[src/rtl/mvm_dot_feeder.sv]
// Producer side of the 8-lane dot pipeline: walks an R x C matrix-vector job and streams chunk operands.
// Optional macro FEEDER_HOLD_EN adds i_hold, which stalls issue while in ISSUE.
module mvm_dot_feeder #(
  parameter int IWIDTH = 8,
  parameter int RW     = 8,
  parameter int CW     = 8,
  parameter int MADDRW = 16
) (
  input  logic                clk,
  input  logic                rst,
  input  logic                i_start,
  input  logic [RW-1:0]       i_cfg_rows,
  input  logic [CW-1:0]       i_cfg_chunks,
`ifdef FEEDER_HOLD_EN
  input  logic                i_hold,
`endif
  output logic                o_vmem_ren,
  output logic [CW-1:0]       o_vmem_raddr,
  input  logic [8*IWIDTH-1:0] i_vmem_rdata,
  output logic                o_mmem_ren,
  output logic [MADDRW-1:0]   o_mmem_raddr,
  input  logic [8*IWIDTH-1:0] i_mmem_rdata,
  output logic [8*IWIDTH-1:0] o_dot_vec0,
  output logic [8*IWIDTH-1:0] o_dot_vec1,
  output logic                o_dot_ivalid,
  output logic                o_dot_first,
  output logic                o_dot_last,
  output logic [RW-1:0]       o_dot_row,
  output logic                o_busy,
  output logic                o_done
);

  localparam int DW = 8 * IWIDTH;

  localparam logic [1:0] S_IDLE  = 2'd0;
  localparam logic [1:0] S_ISSUE = 2'd1;
  localparam logic [1:0] S_DRAIN = 2'd2;

  logic [1:0]        r_state;
  logic [RW-1:0]     r_rows;
  logic [CW-1:0]     r_chunks;
  logic [RW-1:0]     r_row;
  logic [CW-1:0]     r_chunk;
  logic [MADDRW-1:0] r_maddr;
  logic              r_ren;
  logic              r_busy;

  logic              r_s1_valid;
  logic              r_s1_first;
  logic              r_s1_last;
  logic              r_s1_end;
  logic [RW-1:0]     r_s1_row;

  logic              r_ivalid;
  logic              r_first;
  logic              r_last;
  logic [RW-1:0]     r_row_out;
  logic [DW-1:0]     r_vec0;
  logic [DW-1:0]     r_vec1;
  logic              r_done;

  logic              w_hold;
  logic              w_zero_job;
  logic              w_last_chunk;
  logic              w_last_row;
  logic              w_job_end;

`ifdef FEEDER_HOLD_EN
  assign w_hold = i_hold;
`else
  assign w_hold = 1'b0;
`endif

  assign w_zero_job   = (i_cfg_rows == '0) || (i_cfg_chunks == '0);
  assign w_last_chunk = (r_chunk == r_chunks - CW'(1));
  assign w_last_row   = (r_row == r_rows - RW'(1));
  assign w_job_end    = w_last_chunk && w_last_row;

  // r_ren marks the cycle in which the current counters are being read;
  // counters advance after every real issue, hold only gates the next one.
  always_ff @(posedge clk) begin
    if (rst) begin
      r_state  <= S_IDLE;
      r_rows   <= '0;
      r_chunks <= '0;
      r_row    <= '0;
      r_chunk  <= '0;
      r_maddr  <= '0;
      r_ren    <= 1'b0;
      r_busy   <= 1'b0;
    end else begin
      case (r_state)
        S_IDLE: begin
          r_ren  <= 1'b0;
          r_busy <= 1'b0;
          if (i_start && !w_zero_job) begin
            r_state  <= S_ISSUE;
            r_rows   <= i_cfg_rows;
            r_chunks <= i_cfg_chunks;
            r_row    <= '0;
            r_chunk  <= '0;
            r_maddr  <= '0;
            r_ren    <= 1'b1;
            r_busy   <= 1'b1;
          end
        end
        S_ISSUE: begin
          r_busy <= 1'b1;
          if (r_ren) begin
            r_maddr <= r_maddr + MADDRW'(1);
            if (w_last_chunk) begin
              r_chunk <= '0;
              r_row   <= r_row + RW'(1);
            end else begin
              r_chunk <= r_chunk + CW'(1);
            end
            if (w_job_end) begin
              r_state <= S_DRAIN;
              r_ren   <= 1'b0;
            end else begin
              r_ren <= !w_hold;
            end
          end else begin
            r_ren <= !w_hold;
          end
        end
        S_DRAIN: begin
          r_ren <= 1'b0;
          if (r_done) begin
            r_state <= S_IDLE;
            r_busy  <= 1'b0;
          end else begin
            r_busy <= 1'b1;
          end
        end
        default: begin
          r_state <= S_IDLE;
          r_ren   <= 1'b0;
          r_busy  <= 1'b0;
        end
      endcase
    end
  end

  // Tag stage lines up with the RAM read latency.
  always_ff @(posedge clk) begin
    if (rst) begin
      r_s1_valid <= 1'b0;
      r_s1_first <= 1'b0;
      r_s1_last  <= 1'b0;
      r_s1_end   <= 1'b0;
      r_s1_row   <= '0;
    end else begin
      r_s1_valid <= r_ren;
      r_s1_first <= r_ren && (r_chunk == '0);
      r_s1_last  <= r_ren && w_last_chunk;
      r_s1_end   <= r_ren && w_job_end;
      r_s1_row   <= r_row;
    end
  end

  always_ff @(posedge clk) begin
    if (rst) begin
      r_ivalid  <= 1'b0;
      r_first   <= 1'b0;
      r_last    <= 1'b0;
      r_row_out <= '0;
      r_vec0    <= '0;
      r_vec1    <= '0;
      r_done    <= 1'b0;
    end else begin
      r_ivalid <= r_s1_valid;
      r_first  <= r_s1_valid && r_s1_first;
      r_last   <= r_s1_valid && r_s1_last;
      r_done   <= (r_s1_valid && r_s1_end) ||
                  ((r_state == S_IDLE) && i_start && w_zero_job);
      if (r_s1_valid) begin
        r_vec0    <= i_mmem_rdata;
        r_vec1    <= i_vmem_rdata;
        r_row_out <= r_s1_row;
      end
    end
  end

  assign o_vmem_ren   = r_ren;
  assign o_mmem_ren   = r_ren;
  assign o_vmem_raddr = r_chunk;
  assign o_mmem_raddr = r_maddr;
  assign o_dot_vec0   = r_vec0;
  assign o_dot_vec1   = r_vec1;
  assign o_dot_ivalid = r_ivalid;
  assign o_dot_first  = r_first;
  assign o_dot_last   = r_last;
  assign o_dot_row    = r_row_out;
  assign o_busy       = r_busy;
  assign o_done       = r_done;

endmodule

[config.mk]
export PLATFORM = sky130hd
export DESIGN_NAME = mvm_dot_feeder
export DESIGN_NICKNAME = d
export VERILOG_FILES = /design/src/rtl/mvm_dot_feeder.sv
export SDC_FILE = /design/constraint.sdc
export NUM_CORES = 1
export LEC_CHECK = 0
export CELL_PAD_IN_SITES_DETAIL_PLACEMENT = 0
export CELL_PAD_IN_SITES_GLOBAL_PLACEMENT = 1
export CORE_MARGIN = 3
export CORE_UTILIZATION = 32
export DETAILED_ROUTE_END_ITERATION = 8
export PLACE_DENSITY_LB_ADDON = 0.05
export SYNTH_ARGS = -nofsm -noshare
export SYNTH_HDL_FRONTEND = slang
export SYNTH_SLANG_ARGS = --single-unit
export TNS_END_PERCENT = 100
[constraint.sdc]
create_clock -name clk -period 2.9 [get_ports clk]
set_input_delay 0.58 -clock clk [delete_from_list [all_inputs] [get_ports clk]]
set_output_delay 0.58 -clock clk [all_outputs]
set_load 0.005 [all_outputs]
# == After elaboration in Yosys (flattened, before gate mapping) ==
# Cells that the tools add are included.
# totals
register_bits,204
in_bits,147
output_inout_bits,167
elab_cells,77
# op_classes
n_addsub,5
eq_ne,9
mux,21
n_reduce_logical,22
# ops
operator,n
8-bit two-way mux,5
16-bit two-way mux,2
16-bit case mux with 2 select lines,1
8-bit case mux with 2 select lines,2
8-bit zero test,3
16-bit by 1-bit adder with 16-bit output (second input constant),1
8-bit by 1-bit adder with 8-bit output (second input constant),2
8-bit equality test,2
8-bit by 1-bit subtractor with 8-bit output (second input constant),2
1-bit logical AND,10
2-bit inequality test (second input constant),5
2-bit two-way mux,4
4-bit AND reduction,2
2-bit case mux with 3 select lines,1
1-bit two-way mux,4
1-bit case mux with 3 select lines,1
3-bit AND reduction,1
2-bit by 1-bit equality test with 1-bit output (second input constant),1
2-bit equality test (second input constant),1
2-bit zero test,1
1-bit logical OR,2
1-bit case mux with 2 select lines,1
2-bit AND reduction,1
2-bit nonzero test,1
1-bit zero test,1

# == Depth between registers and ports, before layout ==
# depth
ltp_word,6
depth_mapped,9
depth_no_buf,8

# == Worst setup path after synthesis ==
# Ideal clock, no wire load.
# synth_path
kind,reg-to-reg
from,reg r_chunks[0]
to,reg r_row[6]
setup_ns,0.071
t_arrival_ns,2.266
slack_ns,0.563
stages_incl_launch_ff,10
path_buffers,1
synth_period_minus_slack_ns,2.337
path_cell_list,dfxtp_1 > inv_1 > ha_1 > xnor2_1 > a211oi_2 > o221ai_1 > o41a_1 > buf_6 > or4_1 > a21oi_1
# synth_between
elab_chain_len,4
# synth_lines
element,line_no,source
start: declaration,41,logic [CW-1:0] r_chunks;
start signal: assignment,99,r_chunks <= i_cfg_chunks;
8-bit by 1-bit subtractor with 8-bit output,75,assign w_last_chunk = (r_chunk == r_chunks - CW'(1));
8-bit equality test,75,
2-bit inequality test (no source line),--,
4-bit AND reduction (no source line),--,
end signal: assignment,113,r_row <= r_row + RW'(1);
end: declaration,42,logic [RW-1:0] r_row;
# No other way between the ends.
# A chain may end at the register's enable or synchronous reset.

# == Final worst setup path ==
# layout_path
from,reg r_chunks[0]
to,reg r_row[3]
# Same word-level chain as after synthesis.

==> results.yml <==
run_status:
  run_status: "finished clean"
job:
  drv_cap: 0
routing:
  drc_viols: 0
  number_of_vias_after_detailed_routing: 6616
  drt_first_iter_violations: 262
  wl_per_cell_um: 16.5
  route.detailed.vias_per_inst: 4.55
  number_of_search_and_repair_iterations_in_the_first_detailed_routing_pass: 5
  wirelength_um: 23900
  final_antenna_net_count: 0
yosys:
  synth-warning-count: 0
  syn_avg_cell_area_um2: 9.89
  synth_area_mm2: 0.00797
  synth_top_area_share_pct: 51.3
  postSynthRegisterBits: 204
  sequential_to_total_area_share_from_yosys_stat_pct: 51.3
  synth.most_common_cell: "dfxtp_1"
  synth_enable_flop_cells: 0
  synthDominantAreaCellType: "dfxtp_1"
  synthArstFlopShare_pct: 0
  synth_cells: 806
  synth_cell_types: 57
  postSynthNetCount: 959
  synth_common_cells: "dfxtp_1, nor2_1, mux2i_1"
  synth_flop_cell: "dfxtp_1"
  synth.top_cells.by_area: "dfxtp_1, mux2i_1, nor2_1"
timing:
  slew_viol_final: 0
  worst_pin_slew_ns: 0.718
  setup_tns_final_ns: 0
  fin_crit_sh_pct: 89.8
  rsz_0062_raised_after_global_routing: "false"
  skew_ns: 0.00708
  fmax_ghz: 0.384
  min_period_ns: 2.61
  finalSetupViolations: 0
  max-slew-margin-rel_pct: 52.1
  hold_viol_final: 0
clock_network:
  cts_setup_buffers: 0
  htreeDepth: 1
  num_clock_sinks: 204
  clockRootBuffer: "clkbuf_16"
  holdBufCountCts: 0
  worst_skew_pair.late_latency_ns: 0.51
  max-clock-path-buffers: 3
  cts_made_buffers: 24
  cts-resized-gates: 0
  clk_pin_slew_worst_paths_ns: 0.06
  tritoncts: "done"
finish:
  layout.nets: 1265
  synthToLayoutAreaGrowth_pct: 54.0
  drive_gt1_share_pct: 5.67
  insertedDiodeCount: 0
placed_design:
  dp_hpwl_um: 17300
  gp_congestion: 0.770
  io_buffer_count: 313
global_routing:
  global_route.overflow_total: 0
  grt_antenna_before_repair: 0
  gr_layer_usage_met1_pct: 21.0
  number_of_global_route_vias_before_repair: 6352
  grt_first_pass_wirelength_um: 36400
  pin_count_of_the_biggest_net_entering_global_routing: 81
  grt.busiest_layer: "met2"
  gr-usage-all-layers_pct: 16.8
  global_route.usage.met3_pct: 3.98
  use_met2_pct: 29.4
floorplan:
  floorplan.die.height_um: 164
  fp-row-count: 57
  floorplan.initialDensity_pct: 32.7
  core_area_mm2: 0.0244
  die_w_um: 164
  design.die.area_mm2: 0.0268
  pin_count: 314
setup_path:
  worst-endpoint-arrival_ns: 3.04
  r2r.worst_path.cells: 8
  critPathRequiredTime_ns: 3.34
  timing.setup.critical_path_class: "reg2reg"
  critical_path.endpoint_type: "register"
  critPathMaxFanout: 13
  timing.critical_path.from_type: "register"
min_path:
  hold_depth: 1
  worst_min_delay_path_category: "reg2reg"
pwr:
  ir_worst_vdd_mv: 0.431
  leakage_uw: 0.00445
  overall_power_after_layout_uw: 6750
  power-per-cell-area_mw_per_mm2: 550
[per-layer routing]
metal / up-vias / part of all wire (%)
met1: 3019 / 42
met2: 196 / 49
met3: 30 / 7.2
met4: 0 / 1.8
li1: 3371 / -
met5: - / 0
[sequential cells by signal, summed over array words and instances, names as in the netlist, 2 cells and up]
register      flops
r_state           2
r_row             8
o_mmem_raddr     16
o_dot_vec0       64
r_chunks          8
o_dot_vec1       64
o_dot_row         8
r_rows            8
o_vmem_raddr      8
r_s1_row          8
[stage by stage]
step	utilization (%)	hold WS [ns]	cells	worst slack [ns]	area, µm²
2_1_floorplan	-	0.406	806	0.563	7970
3_3_place_gp	47.1	0.412	1410	0.151	11500
3_5_place_dp	47.1	0.415	1410	0.150	11500
5_1_grt	50.3	0.446	1453	0.108	12300
4_1_cts	50.3	0.424	1453	0.294	12300
6_report	50.3	0.421	1453	0.294	12300
[layout make-up]
| cell class | count | area [µm²] |
|---|---|---|
| multi-input combinational | 538 | 3630 |
| fill | 2298 | 12100 |
| tap | 324 | 405 |
| sequential | 204 | 4090 |
| clock buffer | 38 | 724 |
| inverter | 12 | 45.0 |
| timing repair buffer | 332 | 3320 |
| clock inverter | 5 | 53.8 |
[final timing paths]
| kind | startpoint | end | slack, ns |
|---|---|---|---|
| min | r_s1_last | o_dot_last | 0.42 |
| max | r_chunks[0] | r_row[3] | 0.29 |
| min reg2reg | r_s1_last | o_dot_last | 0.42 |
| max reg2reg | r_chunks[0] | r_row[3] | 0.29 |
[critical path, cell delays in order, from the launching register on]
cell	delay (ns)
dfxtp_1	0.42
inv_1	0.07
ha_1	0.30
xnor2_1	0.13
a211oi_2	0.15
o221ai_1	0.15
o41a_1	0.58
or4_1	0.57
a21oi_1	0.15
[layout by cell type (no fill, tap or decap), drive strengths merged, types with 15 or more instances in the layout]
| cell | n |
|---|---|
| dfxtp | 204 |
| nand2 | 23 |
| nand3 | 15 |
| clkbuf | 38 |
| xnor2 | 29 |
| nor2 | 184 |
| nor4 | 16 |
| mux2i | 150 |
| buf | 20 |
| clkdlybuf4s50 | 312 |
[cells by family (layout without fill, tap and decap cells)]
logic type	count (synthesis)	after routing	share of synthesized area [%]
XOR/XNOR	39	39	4.29
flip-flops	204	204	51.3
AO/OA/AOI/OAI	44	44	4.11
AND/OR/NAND/NOR	299	299	17.3
multiplexers	150	150	18.8
adder cells (fa/ha/maj)	6	6	0.942
buffers and inverters	64	387	3.22
[where the power goes]
part / switching [µW] / total [µW] / internal (µW)
Combinational: 320 / 821 / 500
Clock: 1150 / 2940 / 1800
Sequential: 81.6 / 2980 / 2900
(Power assumes the default switching activity.)
==> patch 1: new RTL, same settings <==
The option `FEEDER_HOLD_EN` is turned on by a define.
--- a/src/rtl/mvm_dot_feeder.sv
+++ b/src/rtl/mvm_dot_feeder.sv
@@ -1,4 +1,6 @@
 // Producer side of the 8-lane dot pipeline: walks an R x C matrix-vector job and streams chunk operands.
 // Optional macro FEEDER_HOLD_EN adds i_hold, which stalls issue while in ISSUE.
+`define FEEDER_HOLD_EN
+
 module mvm_dot_feeder #(
   parameter int IWIDTH = 8,
Interface: changed (added i_hold); port bits go from 314 to 315. The function was not compared with the original's and may differ.
==> patch 1 against the unedited design <==
Sequential cell count did not move. Routed wire length down 0.34%. Synthesized area shrank 0.28%. Non-clock buffer count fell by 4. Synthesized cell count increased by 1.1%. Design area increased by 0.19%. Setup slack got worse by 140 ps. Sequential share of layout area is 0.064 points lower. Clock skew increased by 11 ps. Maximum frequency down 5.1%. Worst hold slack got worse by 40 ps. Total power increased by 2.2%. Clock power up 5%. Critical endpoint is now o_mmem_ren$_SDFF_PP0_. Largest power group is now clock.
==> patch 1: results (changes against the unedited design) <==
* Status: complete, no violations
* Final non-filler cell total at 1462 (+0.62%)
* Vias in the first global route at 6325 (-0.43%)
* Family with the most delay on the worst path: simple AND/OR/NAND/NOR gates
* Slowest CP cell: or4_1
* GR Layer Usage met1 at 0.220 (+0.00929)
* Synth top area cells: dfxtp_1, mux2i_1, nor2_1, xnor2_1, xor2_1
* Relative slew margins at 0.503 (-0.0184)
* Syn Nets at 969 (+1.0%)
* Critical path fanouts, max at 12 (-1)
* Starting DRC count in detailed routing at 366 (+40%)
* Largest net degree at the start of global routing at 156 (+93%)
* Switching portion of total power at 0.229 (-0.00129)
* Vias at 6591 (-0.38%)
* Post-DP HPWL at 17100 um (-1.2%)
* Hold Path Class: in -> reg
* Critical path arrival at 3120 ps (+80 ps)
* Avg Cell Area, Syn at 9.75 sq um (-1.4%)
* Layout Nets at 1274 (+0.71%)
* Drt wl/cell at 16.3 um (-0.96%)
* Sw Pwr at 1.58 mW (+1.6%)
* Post-Place Cells at 1418 (+0.57%)
* Routability cong. at 0.790 (+2.6%)
* Met2 Track Usage GR at 0.279 (-0.0145)
* Met3 WL post-DR at 1750 um (+2.0%)
* Total GRT Usage at 0.169 (+0.000396)
* Port Buffers at 314 (+0.32%)
* Wire length on met2 at 10900 um (-6.8%)
* Share of cells above drive strength 1 at 0.0562 (-0.000448)
* Worst IR Drop VDD at 0.326 mV (-24%)
* Unique masters post-synth at 48 (-16%)
* Min-delay src: rst
==> patch 1: cell count changes after synthesis, sizes merged, moves of 6 or more <==
cell / delta
xor2: +6
xnor2: -6
nor2: +8
nor4b: -6
o21ai: +7
nor2b: -8
==> patch 1: logic make-up after synthesis <==
logic type / synth area share
DFF: 0.514
AOI/OAI and AO/OA: 0.0432
adders and majority gates: 0.00945
buffers and inverters: 0.0335
and+or+nand+nor: 0.164
muxes: 0.193
xor gates and xnor gates: 0.0430
==> patch 1: per-stage QoR <==
step / util / cell area, sq um
after CTS: 0.503 / 12300
after global routing: 0.504 / 12300
after floorplan: - / 7950
after global placement: 0.469 / 11400
after detailed placement: 0.469 / 11400
final: 0.504 / 12300
==> patch 1: path summary, 6_finish.rpt <==
kind                               to  slack [ps]  cells after the start
max             o_mmem_ren$_SDFF_PP0_         150                      9
min          r_chunks[0]$_SDFFE_PP0P_         380                      2
max reg2reg     o_mmem_ren$_SDFF_PP0_         150                      9
min reg2reg    o_dot_first$_SDFF_PP0_         430                      1
==> patch 1: repair_timing <==
item / in CTS / in global routing
hold endpoints to repair: 0 / 0
endpoints found under the setup margin: 0 / 5
gates resized for setup: 0 / 3
==> patch 1: layout make-up <==
| cell class | instances | area, sq um |
|---|---|---|
| Fill cell | 2362 | 12100 |
| Sequential cell | 204 | 4090 |
| Multi-Input combinational cell | 545 | 3620 |
| Timing Repair Buffer | 328 | 3290 |
| Clock buffer | 35 | 733 |
| Tap cell | 324 | 405 |
| Clock inverter | 9 | 97.6 |
| Inverter | 17 | 63.8 |
==> patch 1: worst reg2reg max path, delay by kind of cell, from the launching register on <==
| kind | cells | cell delay, ps |
|---|---|---|
| buf+inv | 2 | 150 |
| simple gates | 3 | 1190 |
| compound gates | 3 | 710 |
| fa+ha+maj | 1 | 220 |
| flops | 1 | 350 |
==> patch 2: new RTL, same settings <==
Without the edit above. Make the reset (`rst`) asynchronous in 3 clocked blocks.
--- a/src/rtl/mvm_dot_feeder.sv
+++ b/src/rtl/mvm_dot_feeder.sv
@@ -79,5 +79,5 @@
   // r_ren marks the cycle in which the current counters are being read;
   // counters advance after every real issue, hold only gates the next one.
-  always_ff @(posedge clk) begin
+  always_ff @(posedge clk or posedge rst) begin
     if (rst) begin
       r_state  <= S_IDLE;
@@ -144,5 +144,5 @@
 
   // Tag stage lines up with the RAM read latency.
-  always_ff @(posedge clk) begin
+  always_ff @(posedge clk or posedge rst) begin
     if (rst) begin
       r_s1_valid <= 1'b0;
@@ -160,5 +160,5 @@
   end
 
-  always_ff @(posedge clk) begin
+  always_ff @(posedge clk or posedge rst) begin
     if (rst) begin
       r_ivalid  <= 1'b0;
Formal check against the unedited RTL: differs if rst is asserted again (counterexample within 4 cycles, from zero or initial values and one cycle with rst high); with rst held inactive, the same outputs for 4 cycles.
==> patch 2 against the unedited design <==
Design area grew 3.5%. Setup slack gained 26 ps. Sequential cell count is the same. Synthesized area grew 4.9%. Combinational power shrank 32%. Total power shrank 6.5%. Critical path type unchanged. Highest routed layer unchanged. Routed wire length shrank 2.9%. Via count shrank 8.3%. Non-clock buffer count shrank 6.
==> patch 2: results (changes against the unedited design) <==
* Status: complete, no violations
* Worst IR Drop VDD at 0.420 mV (-2.6%)
* Async SR Flop Fraction at 1.00 (+1.00)
* PD cells at 497 nW/um^2 (-9.7%)
* Sequential share of the synthesized area at 0.611 (+0.0980)
* Routability cong. at 0.803 (+4.3%)
* Post-synthesis compound-gate area fraction at 0.0403 (-0.000886)
* Synth Area in XOR/XNOR at 0.0367 (-0.00620)
* Hold Path Class: in -> async
* CTS Buf Count at 23 (-4.2%)
* Relative slew margins at 0.503 (-0.0180)
* Pre-antenna DRT Iters at 4 (-1)
* Met2 Track Usage GR at 0.277 (-0.0162)
* Post-Place Cells at 1270 (-9.9%)
* Syn Nets at 795 (-17%)
* Share of cells above drive strength 1 at 0.198 (+0.141)
* Drt wl/cell at 17.7 um (+7.6%)
* Largest net degree at the start of global routing at 97 (+20%)
* Critical path fanouts, max at 11 (-2)
* Avg Cell Area, Syn at 13.0 sq um (+32%)
* Reg2reg start: r_chunks[0]$_DFFE_PP0P_
* Total GRT Usage at 0.162 (-0.00645)
* Dpl cell area at 12000 sq um (+4.1%)
* Synth top area cells: dfrtp_1, mux2_2, nand2_1, xnor2_1, xor2_1
* First-pass GRT wire length at 36800 um (+1.1%)
* Leak at 5.28 nW (+18%)
* Post-DP HPWL at 17700 um (+2.3%)
* Met3 Track Usage GR at 0.0326 (-0.00727)
* GR Layer Usage met1 at 0.212 (+0.00114)
* Vias/cell at 4.63 (+1.7%)
* Fin Clk Skew at 8.08 ps (+0.998 ps)
* FF-to-FF setup slack at 320 ps (+30 ps)
* Post-synth top flop: dfrtp_1
patch 2: critical path, delay by kind of cell, from the launching register on:
family / cells / cell delay [ps]
DFF: 1 / 470
and+or+nand+nor: 4 / 1290
buffers and inverters: 1 / 90
AOI/OAI and AO/OA: 2 / 350
adders and majority gates: 1 / 290
patch 2: final cells by class:
type,count,area share
Multi-Input combinational cell,396,0.244
Clock buffer,35,0.0536
Timing Repair Buffer,326,0.259
Inverter,14,0.00444
Clock inverter,4,0.00384
Tap cell,330,0.0325
Sequential cell,204,0.402
Antenna cell,1,0.000197
patch 2: routing by layer:
metal	vias up	routed length (um)
met4	0	462
met1	2934	9890
met3	30	1460
li1	2892	-
met5	-	0
met2	213	11400
patch 2: kinds of logic (layout without fill, tap and decap cells):
| family | count (synthesis) | in the layout |
|---|---|---|
| xor+xnor | 35 | 35 |
| fa+ha+maj | 6 | 6 |
| buf+inv | 42 | 379 |
| other cells | 0 | 1 |
| flops | 204 | 204 |
| compound gates | 54 | 54 |
| simple gates | 164 | 164 |
| mux | 137 | 137 |
patch 2: through the flow:
stage                     setup WS (ps)  hold slack, ps  power [mW]
after floorplan                    -324             352        3.16
after global placement              118             436        3.60
after detailed placement           35.6             448        3.61
after CTS                           321             420        6.45
after global routing                198             444        6.62
final                               320             430        6.31
patch 2: how the worst max path moves through the flow:
stage,to,slack [ps],cells after the start,from
global route,r_row[7]$_DFFE_PP0P_,200,8,r_chunks[0]$_DFFE_PP0P_
CTS,r_row[7]$_DFFE_PP0P_,320,8,r_chunks[0]$_DFFE_PP0P_
finish,r_row[7]$_DFFE_PP0P_,320,8,r_chunks[0]$_DFFE_PP0P_
floorplan,o_busy$_DFF_PP0_,-320,1,rst
detailed placement,o_mmem_raddr[15]$_DFFE_PP0P_,40,8,i_cfg_rows[2]
global placement,o_mmem_raddr[15]$_DFFE_PP0P_,120,8,i_cfg_rows[0]
patch 2: where the power goes:
part | leakage [nW] | switching (mW) | internal, mW
Combinational | 2.56 | 0.167 | 0.391
Sequential | 2.36 | 0.0434 | 2.94
Clock | 0.360 | 1.07 | 1.69
Total | 5.28 | 1.29 | 5.02
